## src/rtl/mux_4to1_arbiter_if.sv

```systemverilog
// Request/grant bundle between the four requesters and the 4-to-1 mux arbiter.
interface mux_4to1_arbiter_if;
  logic [3:0] req;
  logic [3:0] grant;
  logic [1:0] signal_sel;
  logic       enable_;
  logic       busy;

  modport master (
    output req,
    input  grant, signal_sel, enable_, busy
  );

  modport slave (
    input  req,
    output grant, signal_sel, enable_, busy
  );
endinterface

```

## src/rtl/mux_4to1_arbiter.sv

```systemverilog
// Arbiter sharing a 4-to-1 mux: bounded grants separated by a one-cycle disabled turnaround.
// Define MUX_4TO1_ARB_RR_EN for round-robin; otherwise fixed priority (index 0 highest).
module mux_4to1_arbiter #(
  parameter int HOLD_CYCLES = 4
) (
  input logic               clk,
  input logic               rst,
  mux_4to1_arbiter_if.slave bus
);

  localparam int CNT_W = (HOLD_CYCLES > 1) ? $clog2(HOLD_CYCLES) : 1;
  localparam logic [CNT_W-1:0] HOLD_MAX = CNT_W'(HOLD_CYCLES - 1);

  localparam logic [1:0] ST_IDLE  = 2'd0;
  localparam logic [1:0] ST_GRANT = 2'd1;
  localparam logic [1:0] ST_TURN  = 2'd2;

  logic [1:0]       state;
  logic [3:0]       grant_q;
  logic [1:0]       sel_q;
  logic             enable_q;
  logic             busy_q;
  logic [CNT_W-1:0] hold_cnt;
  logic [1:0]       winner;
  logic             found;
  logic             any_req;

`ifdef MUX_4TO1_ARB_RR_EN
  logic [1:0] last;
`endif

  assign any_req = |bus.req;

  // Scan starts just past the previous owner, so it is re-granted only when nobody else asks.
  always_comb begin
    winner = 2'd0;
    found  = 1'b0;
`ifdef MUX_4TO1_ARB_RR_EN
    for (int i = 1; i <= 4; i++) begin
      if (!found && bus.req[last + 2'(i)]) begin
        winner = last + 2'(i);
        found  = 1'b1;
      end
    end
`else
    for (int i = 0; i < 4; i++) begin
      if (!found && bus.req[i]) begin
        winner = 2'(i);
        found  = 1'b1;
      end
    end
`endif
  end

  always_ff @(posedge clk) begin
    if (rst) begin
      state    <= ST_IDLE;
      grant_q  <= 4'b0000;
      sel_q    <= 2'b00;
      enable_q <= 1'b1;
      busy_q   <= 1'b0;
      hold_cnt <= '0;
`ifdef MUX_4TO1_ARB_RR_EN
      last     <= 2'b11;
`endif
    end else begin
      case (state)
        ST_IDLE, ST_TURN: begin
          if (any_req) begin
            state    <= ST_GRANT;
            grant_q  <= 4'b0001 << winner;
            sel_q    <= winner;
            enable_q <= 1'b0;
            busy_q   <= 1'b1;
            hold_cnt <= '0;
`ifdef MUX_4TO1_ARB_RR_EN
            last     <= winner;
`endif
          end else begin
            state    <= ST_IDLE;
            grant_q  <= 4'b0000;
            enable_q <= 1'b1;
            busy_q   <= 1'b0;
          end
        end
        ST_GRANT: begin
          // Release on owner drop or once the hold budget is spent; sel stays put.
          if (!bus.req[sel_q] || hold_cnt == HOLD_MAX) begin
            state    <= ST_TURN;
            grant_q  <= 4'b0000;
            enable_q <= 1'b1;
            busy_q   <= 1'b1;
          end else begin
            hold_cnt <= hold_cnt + 1'b1;
          end
        end
        default: begin
          state    <= ST_IDLE;
          grant_q  <= 4'b0000;
          enable_q <= 1'b1;
          busy_q   <= 1'b0;
        end
      endcase
    end
  end

  assign bus.grant      = grant_q;
  assign bus.signal_sel = sel_q;
  assign bus.enable_    = enable_q;
  assign bus.busy       = busy_q;

endmodule

```

## src/flat_wrapper.sv

```systemverilog
// flat-port wrapper written by rule: the top's interface ports become plain ports
module mux_4to1_arbiter_flat 
#(
  parameter int HOLD_CYCLES = 4
)
  (clk, rst, bus_req, bus_grant, bus_signal_sel, bus_enable_, bus_busy);
  mux_4to1_arbiter_if bus_i ();
  input logic clk;
  input logic rst;
  input wire logic [$bits(bus_i.req)-1:0] bus_req;
  output wire logic [$bits(bus_i.grant)-1:0] bus_grant;
  output wire logic [$bits(bus_i.signal_sel)-1:0] bus_signal_sel;
  output wire logic [$bits(bus_i.enable_)-1:0] bus_enable_;
  output wire logic [$bits(bus_i.busy)-1:0] bus_busy;
  assign bus_i.req = bus_req;
  assign bus_grant = bus_i.grant;
  assign bus_signal_sel = bus_i.signal_sel;
  assign bus_enable_ = bus_i.enable_;
  assign bus_busy = bus_i.busy;
  mux_4to1_arbiter #(.HOLD_CYCLES(HOLD_CYCLES)) u_core (.clk(clk), .rst(rst), .bus(bus_i));
endmodule
```

## config.mk

```make
export PLATFORM = sky130hd
export DESIGN_NAME = mux_4to1_arbiter_flat
export DESIGN_NICKNAME = d
export VERILOG_FILES = /design/src/rtl/mux_4to1_arbiter_if.sv /design/src/rtl/mux_4to1_arbiter.sv /design/src/flat_wrapper.sv
export SDC_FILE = /design/constraint.sdc
export NUM_CORES = 1
export LEC_CHECK = 0
export ABC_AREA = 1
export ABC_CLOCK_PERIOD_IN_PS = 1000
export CAP_MARGIN = 20
export CORE_AREA = 2 2 41 43
export DETAILED_ROUTE_END_ITERATION = 7
export DIE_AREA = 0 0 43 45
export PLACE_DENSITY = 0.67
export SLEW_MARGIN = 30
export SYNTH_ARGS = -nofsm -noshare
export SYNTH_HDL_FRONTEND = slang
export SYNTH_SLANG_ARGS = --single-unit
```

## constraint.sdc

```tcl
create_clock -name clk -period 1 [get_ports clk]
set_input_delay 0.25 -clock clk [delete_from_list [all_inputs] [get_ports clk]]
set_output_delay 0.25 -clock clk [all_outputs]
set_load 0.05 [all_outputs]
```

==> results of run 1 <==
-- power by group through the flow --
stage	combinational [mW]	sequential (mW)	clock [mW]
2_1_floorplan	0.167	0.643	0
3_3_place_gp	0.491	0.566	0
3_5_place_dp	0.495	0.567	0
4_1_cts	0.537	0.565	0.320
5_1_grt	0.601	0.572	0.349
6_report	0.555	0.566	0.318
-- cells in the mapped netlist --
library cell | instances | area, µm²
nand3b_1 | 1 | 7.51
a21oi_2 | 1 | 8.76
nor2_2 | 2 | 12.5
o21ai_0 | 1 | 5.00
nor3_1 | 2 | 10.0
nand3_4 | 1 | 17.5
nand2_1 | 13 | 48.8
nand4_1 | 5 | 31.3
a21oi_1 | 5 | 25.0
nand3_2 | 2 | 20.0
nor2_1 | 6 | 22.5
ha_1 | 1 | 12.5
nand3_1 | 2 | 10.0
o21ai_1 | 2 | 10.0
nand2_4 | 1 | 11.3
nand2_2 | 2 | 12.5
a21boi_1 | 1 | 7.51
inv_1 | 12 | 45.0
inv_2 | 2 | 7.51
dfxtp_1 | 12 | 240
nor2_4 | 1 | 11.3
-- worst max-delay path, stage by stage (launching register included) --
cell,delay (ns)
dfxtp_4,0.37
buf_6,0.12
buf_12,0.13
-- per-layer routing --
metal  GRT usage [%]  vias up
met1            20.6      283
li1                -      318
met5               0        -
met4            9.70        0
met2            32.1       15
met3            2.80        4
-- cell families (layout without fill, tap and decap cells) --
family                     count (synthesis)  in the layout  synth area share [%]
adders and majority gates                  1              1                  2.17
and+or+nand+nor                           38             38                  37.3
AOI/OAI and AO/OA                         10             10                  9.76
buffers and inverters                     14             52                  9.11
DFF                                       12             12                  41.6
-- final cells by class --
cell class	count	area share (%)
Clock buffer	4	2.47
Inverter	14	5.17
Multi-Input combinational cell	49	30.4
Sequential cell	12	24.2
Tap cell	16	1.88
Timing Repair Buffer	34	35.8
-- repair_timing --
item                       CTS  global route
hold buffers                 0             0
buffers inserted             5             1
setup endpoints to repair   20            20
hold endpoints to repair     0             0
resized for setup           20            11
pin swaps                   14             7
-- metrics by stage --
stage | worst slack (ns) | hold slack [ns] | TNS [ns] | utilization (%)
6_report | -0.138 | 0.269 | -0.654 | 72.4
5_1_grt | -0.169 | 0.263 | -1.45 | 72.4
4_1_cts | -0.142 | 0.422 | -0.713 | 70.3
3_5_place_dp | -0.469 | 0.484 | -4.86 | 63.2
3_3_place_gp | -0.434 | 0.476 | -4.54 | 63.2
2_1_floorplan | -0.0712 | 0.318 | -0.244 | -
-- path summary, 6_finish.rpt --
kind | endpoint | slack [ns] | start
max | bus_signal_sel[0] | -0.14 | u_core.bus.signal_sel[0]
min | u_core.bus.grant[0] | 0.27 | bus_req[0]
max reg2reg | u_core.bus.enable_ | -0.12 | u_core.hold_cnt[0]
min reg2reg | u_core.bus.enable_ | 0.51 | u_core.bus.enable_
-- flip-flops by register name, summed over array words and instances, names as in the netlist --
| name | flops |
|---|---|
| u_core.state | 2 |
| u_core.bus.enable_ | 1 |
| u_core.bus.busy | 1 |
| u_core.hold_cnt | 2 |
| u_core.bus.signal_sel | 2 |
| u_core.bus.grant | 4 |
==> results_dict.tcl, run 1 <==
set metrics [dict create \
    outcome "finished with violations" \
    violations "negative setup slack" \
    path_class "flop to output pin" \
    coreArea_um2 1470 \
    clock_path_buffers 2 \
    multi_input_area_um2 324 \
    sw_frac_of_total_pct 33.4 \
    p_switching_mw 0.480 \
    hold_path_depth 3 \
    total_power_mw 1.44 \
    worst_slack_ns -0.138 \
    drv_cap 0 \
    drc_errors 0 \
    hold_path.class "primary input to flop" \
    gp_congestion 0.767 \
    avgViaCountPerCell 4.81 \
    postRouteAntennaNets 0 \
    vias 620 \
    dp_cells 119 \
    synth_cell_types 21 \
    syn_area_um2 577 \
    finalMaxSlewViolations 0 \
    cell_internal_pwr_mw 0.958 \
    final_nets 121 \
    start_kind "flop" \
    routed_wire_length_per_instance_um 11.3 \
    rsz0062_at_grt "yes" \
    cts_tree "yes" \
    syn_nets 82 \
    skew_ns 0.00173 \
    drtIter0Drc 6 \
    ctsRootBufferMaster "clkbuf_4" \
    max_slew_margin_pct 86.2 \
    end_kind "output pin" \
    max_freq_ghz 0.879 \
    grt_pass1_wl_mm 2.57 \
    syn2layout_area_growth_pct 84.6 \
    final_common_cell "buf_4" \
    register_area_um2 258 \
    rows 14 \
    final_cell_area_um2 1060 \
    overflow 0 \
    syn_avg_cell_area_um2 7.69 \
    drtPass1Iterations 4 \
    grt_antenna_before_repair 0 \
    cp_max_fo 4 \
    hpwlAfterDp_mm 1.05 \
    arrival_ns 0.89 \
    numCtsBuffers 3 \
    path_clk_slew_ns 0.08 \
    combPwrFrac_pct 38.6 \
    drive_gt1_share_pct 56.6 \
    grt_pass1_vias 663 \
    clk_latency_ns 0.27 \
    cts-htree-levels 1 \
    ys_ff_latch 12 \
    fillCellCount 108 \
    min_period_ns 1.14 \
    clock-sinks 12 \
    yosysWarnings 0 \
    ioPinCount 14 \
    grt_util_all_layers_pct 17.9 \
    wl_met2_um 714 \
    p_clk_share_pct 22.1 \
    required_ns 0.75 \
    dr_wl_met3_um 64 \
    num_antenna_cells 0 \
    peakVddDrop_v 0.000993 \
    start_util_pct 39.2 \
    period_share_pct 114 \
    drt-total-wl_mm 1.46 \
    seq_area_frac_synth_pct 41.6 \
    final_cell_mix "buf_4 (15), nand2_1 (11), inv_1 (8), buf_12 (8), dfxtp_2 (8)" \
    rr_worst_depth 5 \
    finalHoldViolCount 0 \
    worst_pin_slew_ns 0.207 \
    die_w_um 43 \
    grt_max_degree 9 \
    place_area_um2 930 \
    setup_viol 16 \
    die_area_um2 1940 \
    finalNonFillerCells 129 \
    pwr-share-seq_pct 39.3 \
    die_h_um 45 \
    highest_layer "met4" \
    p_leak_nw 0.488 \
    synth_cells 75 \
    wl_met1_um 666 \
    port_buffers 13 \
    power_density_nw_per_um2 1350 \
]
(Power assumes the default switching activity.)
==> run 2: changes to the inputs <==
--- a/config.mk
+++ b/config.mk
@@ -12,7 +12,7 @@
 export DETAILED_ROUTE_END_ITERATION = 7
 export DIE_AREA = 0 0 43 45
 export PLACE_DENSITY = 0.67
-export SLEW_MARGIN = 30
+export SLEW_MARGIN = 20
 export SYNTH_ARGS = -nofsm -noshare
 export SYNTH_HDL_FRONTEND = slang
 export SYNTH_SLANG_ARGS = --single-unit
==> results of run 2 <==
No change in the layout: final DEF, timing and power equal those of run 1.
==> run 3: changes to the inputs <==
--- a/config.mk
+++ b/config.mk
@@ -5,13 +5,12 @@
 export SDC_FILE = /design/constraint.sdc
 export NUM_CORES = 1
 export LEC_CHECK = 0
-export ABC_AREA = 1
-export ABC_CLOCK_PERIOD_IN_PS = 1000
 export CAP_MARGIN = 20
-export CORE_AREA = 2 2 41 43
+export CORE_AREA = 2 2 40 42
+export CTS_BUF_LIST = sky130_fd_sc_hd__clkbuf_16
 export DETAILED_ROUTE_END_ITERATION = 7
-export DIE_AREA = 0 0 43 45
-export PLACE_DENSITY = 0.67
+export DIE_AREA = 0 0 42 44
+export PLACE_DENSITY = 0.66
 export SLEW_MARGIN = 20
 export SYNTH_ARGS = -nofsm -noshare
 export SYNTH_HDL_FRONTEND = slang
==> run 3 against run 2 <==
Against the previous run: the run still ends with negative setup slack left; critical path depth grew 1; sequential power shrank 3%; clock power grew 140%; maximum frequency shrank 18%; sequential cell count is the same; synthesized area shrank 8.7%; hold slack gained 0.23 ns; register-to-register slack lost 0.27 ns; clock skew shrank 0.00059 ns; final area shrank 3.5%; largest cell class is now multi-input combinational cells; highest routed layer unchanged.
==> results_dict.tcl, run 3 <==
set metrics [dict create \
    synth_top_area_share_pct 45.6 \
    syn2layout_area_growth_pct 95.0 \
    largest_reg_flops 4 \
    drive_gt1_share_pct 65.8 \
    grt_pass1_vias 545 \
    reg2reg_slack_ns -0.39 \
    syn_nets 55 \
    worst_pin_slew_ns 0.328 \
    final_cell_mix "buf_4 (10), buf_12 (8), dfxtp_2 (6), buf_6 (5), dfxtp_1 (5)" \
    place_area_um2 855 \
    synth_flop_cell "dfxtp_1" \
    die_h_um 44 \
    r2r-start "u_core.bus.signal_sel[1]" \
    finalNonFillerCells 95 \
    die_w_um 42 \
    drv_cap 0 \
    seq_area_frac_synth_pct 45.6 \
    cts_hold_buffers 0 \
    ys_ff_latch 12 \
    hpwlAfterDp_mm 1.01 \
    drc_errors 0 \
    grt_max_degree 11 \
    cp-startpoint "u_core.bus.signal_sel[1]" \
    skew_ns 0.00114 \
    die_area_um2 1850 \
    yosysMostFrequentCell "dfxtp_1" \
    pwr-share-seq_pct 31.3 \
    cp_max_fo 5 \
    totalNegativeSetupSlack_ns -3.79 \
    cell_internal_pwr_mw 1.28 \
    coreArea_um2 1420 \
    ioPinCount 14 \
    finalMaxSlewViolations 0 \
    drt-total-wl_mm 1.62 \
    synth_cell_types 26 \
    synth_enable_flop_cells 0 \
    rows 14 \
    synth_common_cells "dfxtp_1 (12), a31o_2 (3), nor2_1 (3)" \
    hp-start "u_core.hold_cnt[1]" \
    max_slew_margin_pct 78.1 \
    finalHoldViolCount 0 \
    drtPass1Iterations 4 \
    worst_slack_ns -0.393 \
    syn_area_um2 527 \
    path_clk_slew_ns 0.04 \
    num_antenna_cells 0 \
    p_switching_mw 0.472 \
    drtIter0Drc 9 \
    fillCellCount 88 \
    syn_avg_cell_area_um2 11.0 \
    outcome "finished with violations" \
    period_share_pct 139 \
    path_class "flop to flop" \
    power_density_nw_per_um2 1710 \
    postRouteAntennaNets 0 \
    dp_cells 86 \
    yosysWarnings 0 \
    max_freq_ghz 0.718 \
    synth_area_leaders "dfxtp_1 (46%), a31o_2 (5.0%), mux4_2 (4.3%)" \
    routed_wire_length_per_instance_um 17.1 \
    arrival_ns 1.53 \
    port_buffers 13 \
    overflow 0 \
    total_power_mw 1.75 \
    start_util_pct 37.1 \
    p_clk_share_pct 42.7 \
    end_kind "flop" \
    synth_cells 48 \
    start_kind "flop" \
    ctsRootBufferMaster "clkbuf_16" \
    rsz0062_at_grt "yes" \
    violations "negative setup slack" \
    setup_viol 15 \
    peakVddDrop_v 0.00132 \
    grt_pass1_wl_mm 2.48 \
    grt_antenna_before_repair 0 \
    grt_util_all_layers_pct 19.2 \
    final_cell_area_um2 1030 \
    final_common_cell "buf_4" \
    required_ns 1.13 \
    synth_largest_area_cell "dfxtp_1" \
    vias 537 \
    sw_frac_of_total_pct 26.9 \
    holdWs_ns 0.496 \
    min_period_ns 1.39 \
    combPwrFrac_pct 26.0 \
    final_nets 87 \
    p_leak_nw 0.418 \
    clock-sinks 12 \
    cts-htree-levels 1 \
    avgViaCountPerCell 5.65 \
    hold_path.class "flop to flop" \
    clock_path_buffers 2 \
    ys_async_sr_fraction_pct 0 \
    clk_latency_ns 0.24 \
    gp_congestion 0.848 \
    cts_tree "yes" \
    numCtsBuffers 3 \
]
-- run 3: worst max-delay path, stage by stage (launching register included) --
cell and delay (ns):
dfxtp_4 0.35, mux4_2 0.52, nor3b_4 0.20, a31o_2 0.22
-- run 3: final timing paths --
kind	end	depth (start not counted)
setup / recovery	u_core.bus.grant[2]	3
hold / removal	u_core.hold_cnt[1]	2
setup reg to reg	u_core.bus.grant[2]	3
hold reg to reg	u_core.hold_cnt[1]	2
-- run 3: cell type report --
type | instances | area [µm²] | share of cell area, %
inverter | 3 | 13.8 | 1.34
sequential | 12 | 251 | 24.5
multi-input combinational | 32 | 333 | 32.4
timing repair buffer | 28 | 330 | 32.2
clock inverter | 1 | 3.75 | 0.365
tap | 16 | 20.0 | 1.95
clock buffer | 3 | 75.1 | 7.31
-- run 3: cells by family (layout without fill, tap and decap cells) --
kind of cell,Yosys count,in the layout,share of synthesized area (%)
mux,3,3,8.08
simple gates,14,15,18.8
flops,12,12,45.6
compound gates,13,13,21.4
fa+ha+maj,1,1,2.37
buf+inv,5,35,3.80
-- run 3: per-stage QoR --
stage               worst slack [ns]  utilization, %
floorplan                     -0.472               -
global placement              -0.695            60.2
detailed placement            -0.792            60.2
CTS                           -0.430            69.5
global route                  -0.415            72.4
finish                        -0.393            72.4
-- run 3: power by group through the flow --
stage | Clock, mW | Sequential [mW] | Combinational [mW]
2_1_floorplan | 0 | 0.621 | 0.118
3_3_place_gp | 0 | 0.553 | 0.385
3_5_place_dp | 0 | 0.553 | 0.390
4_1_cts | 0.752 | 0.549 | 0.415
5_1_grt | 0.774 | 0.553 | 0.477
6_report | 0.749 | 0.549 | 0.456
-- run 3: metal layers --
| metal | GRT usage [%] | part of all wire, % | wire length, µm |
|---|---|---|---|
| met5 | 0 | 0 | 0 |
| met4 | 16.8 | 3.3 | 53 |
| met3 | 4.17 | 4.8 | 77 |
| met2 | 28.1 | 49 | 793 |
| met1 | 23.8 | 43 | 696 |
-- run 3: repair_timing --
action,in CTS,in global routing
setup endpoints to repair,20,15
resized for setup,16,11
buffers inserted,2,3
pin swaps,5,9
gates cloned,1,0
